## src/rtl/rf_write_arbiter.sv

```systemverilog
// rf_write_arbiter: owns the single write port of the register file.
// After reset it writes reg[i] = i for every register, one per cycle. It then
// shares the port between requester A (writeback) and requester B (debug/load)
// using valid/ready handshakes. The write-port outputs are registered.
//
// Build option: define RF_ARB_FIXED_PRIO_EN to give A fixed priority over B.
// Leave it undefined (the default) for round-robin arbitration.
//
// state   | meaning
// --------+---------------------------------------------------------
// INIT    | initialisation pass, writes reg[cnt] = cnt, no grants
// ARB     | arbitrate A/B, one accepted write per cycle

module rf_write_arbiter #(
    parameter int NUM_REGS   = 8,
    parameter int REG_ADDR_W = 3,
    parameter int DATA_W     = 8
) (
    input  logic                  Clk,
    input  logic                  Reset_n,
    input  logic                  A_Valid,
    output logic                  A_Ready,
    input  logic [REG_ADDR_W-1:0] A_Reg_Num,
    input  logic [DATA_W-1:0]     A_Data,
    input  logic                  B_Valid,
    output logic                  B_Ready,
    input  logic [REG_ADDR_W-1:0] B_Reg_Num,
    input  logic [DATA_W-1:0]     B_Data,
    output logic [REG_ADDR_W-1:0] RF_Write_Reg_Num,
    output logic [DATA_W-1:0]     RF_Write_Data,
    output logic                  RF_RegWrite,
    output logic                  Init_Busy,
    output logic                  Last_Grant_B
);

    localparam logic [0:0] ST_INIT = 1'b0;
    localparam logic [0:0] ST_ARB  = 1'b1;

    logic [0:0]            state;
    logic [REG_ADDR_W-1:0] init_cnt;
    logic                  prefer_b;

`ifdef RF_ARB_FIXED_PRIO_EN
    // A always wins contention; Last_Grant_B is still tracked for observers.
    assign prefer_b = 1'b0;
`else
    // Round-robin: B wins contention unless it won the previous grant.
    assign prefer_b = ~Last_Grant_B;
`endif

    assign Init_Busy = (state == ST_INIT);

    // Grant decode. At most one Ready is high, and neither is high during INIT.
    always_comb begin
        A_Ready = 1'b0;
        B_Ready = 1'b0;
        if (state == ST_ARB) begin
            if (A_Valid && B_Valid) begin
                A_Ready = ~prefer_b;
                B_Ready = prefer_b;
            end else begin
                A_Ready = A_Valid;
                B_Ready = B_Valid;
            end
        end
    end

    // Sequencer: step through every register once, then hand over to arbitration.
    always_ff @(posedge Clk or negedge Reset_n) begin
        if (!Reset_n) begin
            state    <= ST_INIT;
            init_cnt <= '0;
        end else if (state == ST_INIT) begin
            init_cnt <= init_cnt + 1'b1;
            if (init_cnt == REG_ADDR_W'(NUM_REGS - 1)) begin
                state <= ST_ARB;
            end
        end
    end

    // Registered write port. Address and data hold their values on idle cycles.
    always_ff @(posedge Clk or negedge Reset_n) begin
        if (!Reset_n) begin
            RF_RegWrite      <= 1'b0;
            RF_Write_Reg_Num <= '0;
            RF_Write_Data    <= '0;
        end else if (state == ST_INIT) begin
            RF_RegWrite      <= 1'b1;
            RF_Write_Reg_Num <= init_cnt;
            RF_Write_Data    <= DATA_W'(init_cnt);
        end else if (A_Ready) begin
            RF_RegWrite      <= 1'b1;
            RF_Write_Reg_Num <= A_Reg_Num;
            RF_Write_Data    <= A_Data;
        end else if (B_Ready) begin
            RF_RegWrite      <= 1'b1;
            RF_Write_Reg_Num <= B_Reg_Num;
            RF_Write_Data    <= B_Data;
        end else begin
            RF_RegWrite      <= 1'b0;
        end
    end

    // Record who received the most recent grant; this drives the fairness pointer.
    always_ff @(posedge Clk or negedge Reset_n) begin
        if (!Reset_n) begin
            Last_Grant_B <= 1'b0;
        end else if (A_Ready) begin
            Last_Grant_B <= 1'b0;
        end else if (B_Ready) begin
            Last_Grant_B <= 1'b1;
        end
    end

endmodule

```

## config.mk

```make
export PLATFORM = sky130hd
export DESIGN_NAME = rf_write_arbiter
export DESIGN_NICKNAME = d
export VERILOG_FILES = /design/src/rtl/rf_write_arbiter.sv
export SDC_FILE = /design/constraint.sdc
export NUM_CORES = 1
export LEC_CHECK = 0
export ABC_CLOCK_PERIOD_IN_PS = 1600
export BUFFER_PORTS_ARGS = -buffer_cell sky130_fd_sc_hd__clkbuf_2
export CORE_MARGIN = 4
export CORE_UTILIZATION = 40
export DETAILED_ROUTE_END_ITERATION = 6
export GPL_ROUTABILITY_DRIVEN = 1
export PLACE_DENSITY = 0.8
export SYNTH_ARGS = -nofsm -noshare
export SYNTH_HDL_FRONTEND = slang
export SYNTH_SLANG_ARGS = --single-unit
```

## constraint.sdc

```tcl
create_clock -name Clk -period 1.6 [get_ports Clk]
set_clock_uncertainty 0.2 [all_clocks]
set_input_delay 0.16 -clock Clk [delete_from_list [all_inputs] [get_ports Clk]]
set_output_delay 0.16 -clock Clk [all_outputs]
set_load 0.01 [all_outputs]
```

==> results of run 1 <==
==> metrics by stage <==
stage | hold slack (ns) | util, % | cell area, sq um | setup TNS, ns | power, mW
floorplan | -0.336 | - | 868 | 0 | 0.618
global placement | -0.0902 | 56.6 | 1130 | 0 | 0.722
detailed placement | -0.0826 | 56.6 | 1130 | 0 | 0.732
CTS | 0.0309 | 63.7 | 1280 | 0 | 0.983
global route | 0.0441 | 64.2 | 1280 | -0.00743 | 1.04
finish | 0.0284 | 64.2 | 1280 | 0 | 0.983
==> critical path, delay by kind of cell, from the launching register on <==
family             cells  cell delay [ns]
and+or+nand+nor        1             0.19
DFF                    1             0.43
AOI/OAI and AO/OA      3             0.61
==> cells by family (layout without fill, tap and decap cells) <==
logic type,count (synthesis),after routing
XOR/XNOR,1,1
buffers and inverters,13,73
flip-flops,17,17
multiplexers,7,7
AO/OA/AOI/OAI,22,22
AND/OR/NAND/NOR,21,21
adder cells (fa/ha/maj),2,2
==> report_power, final <==
part           internal, mW  switching (mW)
registers             0.468          0.0244
clock network        0.0968           0.134
logic                 0.136           0.123
total                 0.701           0.282
==> cells in the mapped netlist <==
master / count / area share (%)
sky130_fd_sc_hd__dfrtp_1: 17 / 49
sky130_fd_sc_hd__nand2_1: 8 / 3.5
sky130_fd_sc_hd__inv_2: 2 / 0.86
sky130_fd_sc_hd__and2_1: 1 / 0.72
sky130_fd_sc_hd__o32a_1: 6 / 6.9
sky130_fd_sc_hd__nor2b_1: 3 / 2.2
sky130_fd_sc_hd__inv_1: 8 / 3.5
sky130_fd_sc_hd__o21ai_0: 2 / 1.2
sky130_fd_sc_hd__mux2_2: 2 / 2.6
sky130_fd_sc_hd__o21ai_4: 1 / 1.9
sky130_fd_sc_hd__o21ai_2: 1 / 1.0
sky130_fd_sc_hd__buf_2: 1 / 0.58
sky130_fd_sc_hd__nor3_2: 1 / 1.2
sky130_fd_sc_hd__buf_4: 2 / 1.7
sky130_fd_sc_hd__o21ai_1: 5 / 2.9
sky130_fd_sc_hd__mux2i_1: 5 / 5.8
sky130_fd_sc_hd__ha_1: 2 / 2.9
sky130_fd_sc_hd__or2_2: 1 / 0.72
sky130_fd_sc_hd__and3_1: 6 / 4.3
sky130_fd_sc_hd__nor2_1: 1 / 0.43
sky130_fd_sc_hd__a21oi_4: 1 / 1.9
sky130_fd_sc_hd__a21oi_1: 6 / 3.5
sky130_fd_sc_hd__xnor2_1: 1 / 1.0
==> routing by layer <==
metal,wire length [um],GRT usage (%),vias up
li1,-,-,410
met1,840,18.7,368
met2,1180,29.3,28
met3,153,2.72,5
met4,31,7.47,0
met5,0,0,-
==> registers in the layout, summed over array words and instances, names as in the netlist <==
name	cells
RF_Write_Data	8
RF_Write_Reg_Num	3
init_cnt	3
Last_Grant_B	1
RF_RegWrite	1
state	1
==> cell type report <==
type	instances	area share, %
multi-input combinational	53	30.2
inverter	10	2.92
sequential	17	33.1
clock buffer	4	2.04
tap	27	2.63
timing repair buffer	59	29.1
==> what timing repair did <==
| action | CTS | global route |
|---|---|---|
| setup buffers | 1 | 0 |
| pin swaps | 1 | 0 |
| setup endpoints to repair | 1 | 8 |
| resized for setup | 0 | 4 |
| hold buffers | 11 | 0 |
| endpoints found under the hold margin | 22 | 0 |
==> final timing paths <==
kind / startpoint / end / slack, ns / cells after the start
worst max-delay path: Last_Grant_B / RF_Write_Data[2] / 0.05 / 4
worst min-delay path: B_Data[0] / RF_Write_Data[0] / 0.03 / 3
worst max register to register: Last_Grant_B / RF_Write_Data[2] / 0.05 / 4
worst min register to register: RF_Write_Data[6] / RF_Write_Data[6] / 0.29 / 2
max in group asynchronous: Reset_n / RF_Write_Data[7] / 0.75 / 2
min in group asynchronous: Reset_n / RF_Write_Reg_Num[1] / 0.14 / 2
==> out/summary.txt, run 1 <==
==================================================================================
Count of H-tree levels built during CTS                                          1
Count of final max-slew check failures                                           0
Via Count                                                                      811
Largest net degree at the start of global routing                               18
Slew at the pin closest to its max-slew limit                             0.429 ns
Commonest cells after routing, fill and taps aside                    sky130_fd_sc_hd__clkbuf_2, sky130_fd_sc_hd__dfrtp_1, sky130_fd_sc_hd__dlygate4sd3_1
Clock root buffer master                                              sky130_fd_sc_hd__clkbuf_4
Number of global-route vias before repair                                      804
Maximum clock rate                                                         646 MHz
Final setup fails                                                                0
Slowest Stage Delay on Critical Path                                       0.43 ns
Endpoint required time on the critical path                                1.57 ns
Share of final-layout standard cells stronger than drive strength 1          42.7%
Relative area change from synthesis to final layout                          48.0%
Layout Cells excl Fill                                                         170
Wire length reported by the detailed router                                2200 um
GRT Residual Overflow                                                            0
CTS sink cnt                                                                    17
Average via count per standard cell                                           4.77
Synthesized-area fraction occupied by adder cells                            2.88%
First drt pass iteration count                                                   4
Mux cell area share after synthesis                                          8.36%
DRC marker count from the first detailed-route iteration                         8
Std-Cell Rows                                                                   16
CORE AREA                                                               2000 sq um
Clock buffer count from CTS                                                      3
First-pass GRT wire length                                                 3490 um
Routed WL per cell                                                         12.9 um
Synthesized Nets                                                               111
Critical path class                                                        reg2reg
Leakage dissipation                                                       0.678 nW
Area fraction in compound gates after synthesis                              19.2%
Total Nets Final                                                               172
Ordered cell list for the critical path                               and2_4 > o21ai_4 > a21oi_1 > o32a_1
Number of instances in the synthesized netlist                                  83
X dimension of the die                                                     54.6 um
Flip-flop and latch area                                                 425 sq um
DRC viols                                                                        0
Portion of the post-synthesis area used by sequential elements               49.0%
Number of flip-flops and latches in the synthesized netlist                     17
Slew HR                                                                      71.4%
Critical-path top delay cell                                          sky130_fd_sc_hd__dfrtp_1
Hpwl dp                                                                    1650 um
Number of max-capacitance violations reported                                    0
Fill cells                                                                     162
Worst-case clock buffer depth                                                    2
Inserted Diodes                                                                  0
Die area                                                                2980 sq um
Final Critical Period                                                      1.55 ns
Initial core utilization                                                     43.4%
Post-detailed-route count of antenna-violating nets                              0
Clock tree from TritonCTS                                                      yes
Insertion delay to the later sink of the worst-skew pair                   0.29 ns
Final critical-path setup slack                                          0.0524 ns
Worst Hold Class                                                            in2reg
Aggregate global-route resource usage                                        16.4%
Post-synthesis area per instance                                        10.5 sq um
Synthesized-area fraction occupied by xor and xnor cells                     1.01%
Synth warn                                                                       0
Die Y                                                                      54.6 um
Largest family of logic cells by synthesized area                     compound AO/OA/AOI/OAI gates
Simple logic cell fraction of the synthesized area                           13.0%
Element type at the critical path start                                  flip-flop
Total placed cells including tap cells                                         154
Area of the multi-input gates                                            388 sq um
Most common cell after layout, fill and taps aside                    sky130_fd_sc_hd__clkbuf_2
I/O pin total                                                                   42
Antenna violations before repair                                                 0
Critical path arrival                                                      1.52 ns
Result of the run                                                        completed
Count of cell types in the netlist                                              23
Buffers added on ports                                                          41
Crit share post-route                                                        96.7%
Worst slack after detailed placement                                     0.0565 ns
Synthesized area                                                         868 sq um
Worst-path clk slew                                                        0.11 ns
Count of endpoints failing hold in the final timing report                       0
Total power density per cell area                                      765 nW/um^2
Critical Path Fanout Max                                                         6
Endpoint type of the worst setup path                                    flip-flop
Placer congestion estimate                                                   0.858
Highest ir drop seen on vdd                                                 377 uV
==================================================================================
Note: power is estimated with default switching activity, not from simulation.
==> inputs of run 2 (changes only) <==
--- a/config.mk
+++ b/config.mk
@@ -11,7 +11,7 @@
 export CORE_UTILIZATION = 40
 export DETAILED_ROUTE_END_ITERATION = 6
 export GPL_ROUTABILITY_DRIVEN = 1
-export PLACE_DENSITY = 0.8
+export PLACE_DENSITY = 0.85
 export SYNTH_ARGS = -nofsm -noshare
 export SYNTH_HDL_FRONTEND = slang
 export SYNTH_SLANG_ARGS = --single-unit
==> out/summary.txt, run 2 (synthesis gave the netlist of run 1 again) <==
==================================================================================
Result of the run                                                        completed
Total power density per cell area                                      764 nW/um^2   -0.12%
Clock tree from TritonCTS                                                      yes
Antenna violations before repair                                                 0   unchanged
Leakage dissipation                                                       0.670 nW   -1.2%
Critical path class                                                        reg2out
Critical path arrival                                                      1.16 ns   -0.36 ns
Post-route cell area                                                    1270 sq um   -1.3%
Startpoint of the most critical setup path                                   state
Routed WL per cell                                                         13.2 um   +1.8%
Die area                                                                2980 sq um   unchanged
Reg2reg setup slack                                                        0.10 ns   +0.05 ns
Highest ir drop seen on vdd                                                 440 uV   +17%
Die Y                                                                      54.6 um   unchanged
Capture instance of the worst register-to-register path               RF_Write_Data[2]
DRC marker count from the first detailed-route iteration                        16   +8
Wire length reported by the detailed router                                2230 um   +1.2%
Crit share post-route                                                        94.8%   -2.0 points
Slowest Stage Delay on Critical Path                                       0.40 ns   -0.03 ns
Regs by FF count                                                      RF_Write_Data (8), RF_Write_Reg_Num (3), init_cnt (3)
Worst-path clk slew                                                        0.10 ns   about the same
DRC viols                                                                        0   unchanged
Insertion delay to the later sink of the worst-skew pair                   0.29 ns   about the same
Std-Cell Rows                                                                   16   unchanged
Number of instances resized during post-cts repair                               0   unchanged
X dimension of the die                                                     54.6 um   unchanged
Clock buffer count from CTS                                                      3   unchanged
Clock root buffer master                                              sky130_fd_sc_hd__clkbuf_4
Top Family by Delay on Critical Path                                    flip-flops
Critical-path top delay cell                                          sky130_fd_sc_hd__dfrtp_1
Worst setup path end                                                       B_Ready
Final Critical Period                                                      1.52 ns   -0.0315 ns
Slew at the pin closest to its max-slew limit                             0.414 ns   -0.0158 ns
Count of endpoints failing hold in the final timing report                       0   unchanged
Buffers added on ports                                                          41   unchanged
Setup repair after global routing missed its margin                             no
Total Nets Final                                                               171   -0.58%
Source of the worst register-to-register timing path                  Last_Grant_B
TNS Setup                                                                     0 ns   unchanged
Commonest cells after routing, fill and taps aside                    sky130_fd_sc_hd__clkbuf_2, sky130_fd_sc_hd__dfrtp_1, sky130_fd_sc_hd__dlygate4sd3_1
Via Count                                                                      819   +0.99%
Endpoint required time on the critical path                                1.24 ns   -0.33 ns
Final setup fails                                                                0   unchanged
Aggregate global-route resource usage                                        16.0%   -0.39 points
Share of final-layout standard cells stronger than drive strength 1          41.5%   -1.1 points
Count of final max-slew check failures                                           0   unchanged
Max FFs per register                                                             8   unchanged
Post-Place Cell Area                                                    1120 sq um   -0.66%
GRT Residual Overflow                                                            0   unchanged
Biggest register                                                      RF_Write_Data
Initial core utilization                                                     43.4%   unchanged
Average via count per standard cell                                           4.85   +1.6%
Hold Path Stages                                                                 3   unchanged
Slew HR                                                                      72.4%   +1.1 points
Worst-case clock buffer depth                                                    2   unchanged
Post-detailed-route count of antenna-violating nets                              0   unchanged
Most common cell after layout, fill and taps aside                    sky130_fd_sc_hd__clkbuf_2
Worst Reg-to-Reg Cells                                                           4   unchanged
Endpoint type of the worst setup path                                   output pin
CORE AREA                                                               2000 sq um   unchanged
Largest net degree at the start of global routing                               18   unchanged
Worst Hold Class                                                            in2reg
First drt pass iteration count                                                   4   unchanged
Ordered cell list for the critical path                               buf_4 > nand2_1 > nor2_1 > clkbuf_2
Critical Path Fanout Max                                                         5   -1
Hpwl dp                                                                    1750 um   +5.9%
Critical path depth in cells                                                     4   unchanged
Maximum clock rate                                                         660 MHz   +2.1%
Placer congestion estimate                                                   0.759   -12%
Inserted Diodes                                                                  0   unchanged
Relative area change from synthesis to final layout                          46.1%
CTS sink cnt                                                                    17   unchanged
Crit path buf inv count                                                          2   +2
Element type at the critical path start                                  flip-flop
First-pass GRT wire length                                                 3350 um   -4.0%
Number of global-route vias before repair                                      792   -1.5%
Count of H-tree levels built during CTS                                          1   unchanged
I/O pin total                                                                   42   unchanged
Number of max-capacitance violations reported                                    0   unchanged
==================================================================================
run 2: worst min-delay path by stage:
stage,endpoint,start,slack (ns)
3_3_place_gp,RF_RegWrite,Reset_n,-0.09
5_1_grt,RF_Write_Reg_Num[0],B_Reg_Num[0],0.04
4_1_cts,Last_Grant_B,B_Valid,0.04
3_5_place_dp,RF_Write_Data[3],Reset_n,-0.09
2_1_floorplan,Last_Grant_B,Reset_n,-0.34
6_report,Last_Grant_B,B_Valid,0.04
run 2: final cells by class:
type	count	area, sq um
well taps	27	33.8
clock buffers	4	26.3
repair buffers	58	360
inverters	10	37.5
multi-input cells	53	385
flip-flops and latches	17	425
fillers	152	733
run 2: tightest hold or removal path, stage by stage:
cell                       delay (ns)
sky130_fd_sc_hd__clkbuf_2        0.15
sky130_fd_sc_hd__nand2_1         0.10
sky130_fd_sc_hd__o21ai_0         0.08
run 2: report_power, final:
group          leakage (nW)  internal (mW)  total (mW)  switching [mW]
sequential            0.201          0.468       0.487          0.0191
combinational         0.454          0.131       0.257           0.126
clock                0.0150         0.0967       0.226           0.129
total                 0.670          0.695       0.970           0.275
run 2: timing repair:
action,4_1_cts,5_1_grt
setup buffers,1,0
endpoints found under the hold margin,22,0
setup endpoints to repair,1,0
hold buffers,11,0
run 2: routing by layer:
metal	share of wire (%)	GRT usage [%]
met5	0	0
met4	2.8	10.4
met3	7.8	1.36
met2	51	30.1
met1	38	16.5
run 2: per-stage QoR:
stage          utilization [%]  hold slack [ns]  std cells  setup slack [ns]  power [mW]
2_1_floorplan                -           -0.336         83            0.0679       0.618
3_3_place_gp              56.2          -0.0912        153             0.155       0.721
3_5_place_dp              56.2          -0.0867        153             0.116       0.731
4_1_cts                   63.4           0.0402        169            0.0441       0.976
5_1_grt                   63.4           0.0368        169            0.0137        1.02
6_report                  63.4           0.0370        169            0.0839       0.970
==> inputs of run 3 (changes only) <==
--- a/config.mk
+++ b/config.mk
@@ -7,7 +7,6 @@
 export LEC_CHECK = 0
 export ABC_CLOCK_PERIOD_IN_PS = 1600
 export BUFFER_PORTS_ARGS = -buffer_cell sky130_fd_sc_hd__clkbuf_2
-export CORE_MARGIN = 4
 export CORE_UTILIZATION = 40
 export DETAILED_ROUTE_END_ITERATION = 6
 export GPL_ROUTABILITY_DRIVEN = 1
==> out/summary.txt, run 3 (synthesis gave the netlist of run 1 again) <==
==================================================================================
Endpoint required time on the critical path                                1.24 ns   about the same
Number of max-capacitance violations reported                                    0   unchanged
Routed WL per cell                                                         13.5 um   +2.4%
Insertion delay to the later sink of the worst-skew pair                   0.28 ns   about the same
Total power density per cell area                                      758 nW/um^2   -0.84%
Worst-path clk slew                                                        0.09 ns   about the same
Reg2reg setup slack                                                        0.09 ns   about the same
Max FFs per register                                                             8   unchanged
Setup repair after global routing missed its margin                             no
Die area                                                                2360 sq um   -21%
DRC marker count from the first detailed-route iteration                        16   unchanged
Worst Hold Class                                                            in2reg
Count of endpoints failing hold in the final timing report                       0   unchanged
Hpwl dp                                                                    1560 um   -10%
Capture instance of the worst register-to-register path               RF_Write_Data[7]
Placer congestion estimate                                                   0.811   +7.0%
I/O pin total                                                                   42   unchanged
Worst setup path end                                                       A_Ready
Antenna violations before repair                                                 0   unchanged
Critical Path Fanout Max                                                         5   unchanged
Slew HR                                                                      71.0%   -1.4 points
Worst slack after detailed placement                                      0.123 ns   +0.00756 ns
First-pass GRT wire length                                                 3600 um   +7.4%
Critical path arrival                                                      1.16 ns   about the same
Post-Place Cell Area                                                    1130 sq um   +0.67%
Leakage dissipation                                                       0.676 nW   +0.94%
GRT Residual Overflow                                                            0   unchanged
Element type at the critical path start                                  flip-flop
Average via count per standard cell                                           5.02   +3.5%
Regs by FF count                                                      RF_Write_Data (8), RF_Write_Reg_Num (3), init_cnt (3)
Final critical-path setup slack                                          0.0808 ns   -0.00318 ns
Die Y                                                                      48.6 um   -11%
Result of the run                                                        completed
Hold Startpoint                                                       B_Reg_Num[2]
DRC viols                                                                        0   unchanged
Endpoint type of the worst setup path                                   output pin
Share of final-layout standard cells stronger than drive strength 1          42.7%   +1.1 points
Worst Reg-to-Reg Cells                                                           6   +2
X dimension of the die                                                     48.6 um   -11%
CTS sink cnt                                                                    17   unchanged
Std-Cell Rows                                                                   16   unchanged
Source of the worst register-to-register timing path                  Last_Grant_B
Slew at the pin closest to its max-slew limit                             0.435 ns   +0.0211 ns
Aggregate global-route resource usage                                        20.4%   +4.4 points
Highest ir drop seen on vdd                                                 485 uV   +10%
CORE AREA                                                               2000 sq um   unchanged
Clock tree from TritonCTS                                                      yes
Total Nets Final                                                               172   +0.58%
Critical path class                                                        reg2out
Post-route cell area                                                    1280 sq um   +0.99%
Buffers added on ports                                                          41   unchanged
Number of global-route vias before repair                                      798   +0.76%
Total power                                                                 971 uW   +0.14%
Largest net degree at the start of global routing                               18   unchanged
Crit share post-route                                                        95.0%   +0.20 points
Final setup fails                                                                0   unchanged
Via Count                                                                      853   +4.2%
Most common cell after layout, fill and taps aside                    sky130_fd_sc_hd__clkbuf_2
Commonest cells after routing, fill and taps aside                    sky130_fd_sc_hd__clkbuf_2, sky130_fd_sc_hd__dfrtp_1, sky130_fd_sc_hd__dlygate4sd3_1
Startpoint of the most critical setup path                            Last_Grant_B
TNS Setup                                                                     0 ns   unchanged
Relative area change from synthesis to final layout                          47.6%
Count of final max-slew check failures                                           0   unchanged
Wire length reported by the detailed router                                2290 um   +3.0%
Clock buffer count from CTS                                                      3   unchanged
First drt pass iteration count                                                   4   unchanged
Final Critical Period                                                      1.52 ns   +0.00318 ns
Maximum clock rate                                                         658 MHz   -0.21%
Worst-case clock buffer depth                                                    2   unchanged
Count of H-tree levels built during CTS                                          1   unchanged
Clock root buffer master                                              sky130_fd_sc_hd__clkbuf_4
Initial core utilization                                                     43.4%   unchanged
Post-detailed-route count of antenna-violating nets                              0   unchanged
Biggest register                                                      RF_Write_Data
Inserted Diodes                                                                  0   unchanged
==================================================================================
==> run 3: cell count changes in the layout (fill, tap and decap cells not counted), sizes merged <==
cell / delta
buf: +1
==> run 3: final cells by class <==
cell class                      instances  area (sq um)
Sequential cell                        17           427
Inverter                               10          37.5
Clock buffer                            4          26.3
Tap cell                               27          33.8
Multi-Input combinational cell         53           385
Timing Repair Buffer                   59           372
Fill cell                             169           721
==> run 3: how the worst min path moves through the flow <==
stage / endpoint / slack (ns) / cells past startpoint
after global placement: RF_RegWrite / -0.09 / 1
after CTS: RF_Write_Data[0] / 0.05 / 3
after floorplan: Last_Grant_B / -0.34 / 0
final: RF_Write_Reg_Num[2] / 0.05 / 3
after detailed placement: RF_Write_Data[3] / -0.09 / 1
after global routing: RF_Write_Data[0] / 0.04 / 3
==> run 3: metal layers <==
layer	part of all wire (%)	vias to the layer above	routed length, um	track usage, %
met3	4.8	6	111	2.20
met5	0	-	0	0
met4	3.1	0	70	12.3
met2	52	35	1200	36.4
met1	40	401	909	23.3
li1	-	411	-	-
==> run 3: repair_timing <==
item	4_1_cts	5_1_grt
buffers inserted	1	0
resized for setup	0	2
hold buffers	11	0
endpoints found under the setup margin	1	1
endpoints found under the hold margin	22	0
==> run 3: power by group <==
group | switching [mW] | internal (mW) | total, mW | leakage [nW]
Clock | 0.125 | 0.0967 | 0.222 | 0.0150
Combinational | 0.129 | 0.132 | 0.261 | 0.461
Sequential | 0.0209 | 0.468 | 0.489 | 0.200
Total | 0.274 | 0.697 | 0.971 | 0.676
==> run 3: worst max-delay path, cell delays in order, from the launching register on <==
cell                       delay [ns]
sky130_fd_sc_hd__dfrtp_1         0.37
sky130_fd_sc_hd__buf_4           0.15
sky130_fd_sc_hd__inv_2           0.05
sky130_fd_sc_hd__a21oi_4         0.15
sky130_fd_sc_hd__clkbuf_2        0.15
==> run 3: stage by stage <==
| stage | utilization (%) | cells | hold slack, ns |
|---|---|---|---|
| floorplan | - | 83 | -0.336 |
| global placement | 56.6 | 154 | -0.0866 |
| detailed placement | 56.6 | 154 | -0.0862 |
| CTS | 63.7 | 170 | 0.0454 |
| global route | 64.0 | 170 | 0.0386 |
| finish | 64.0 | 170 | 0.0498 |
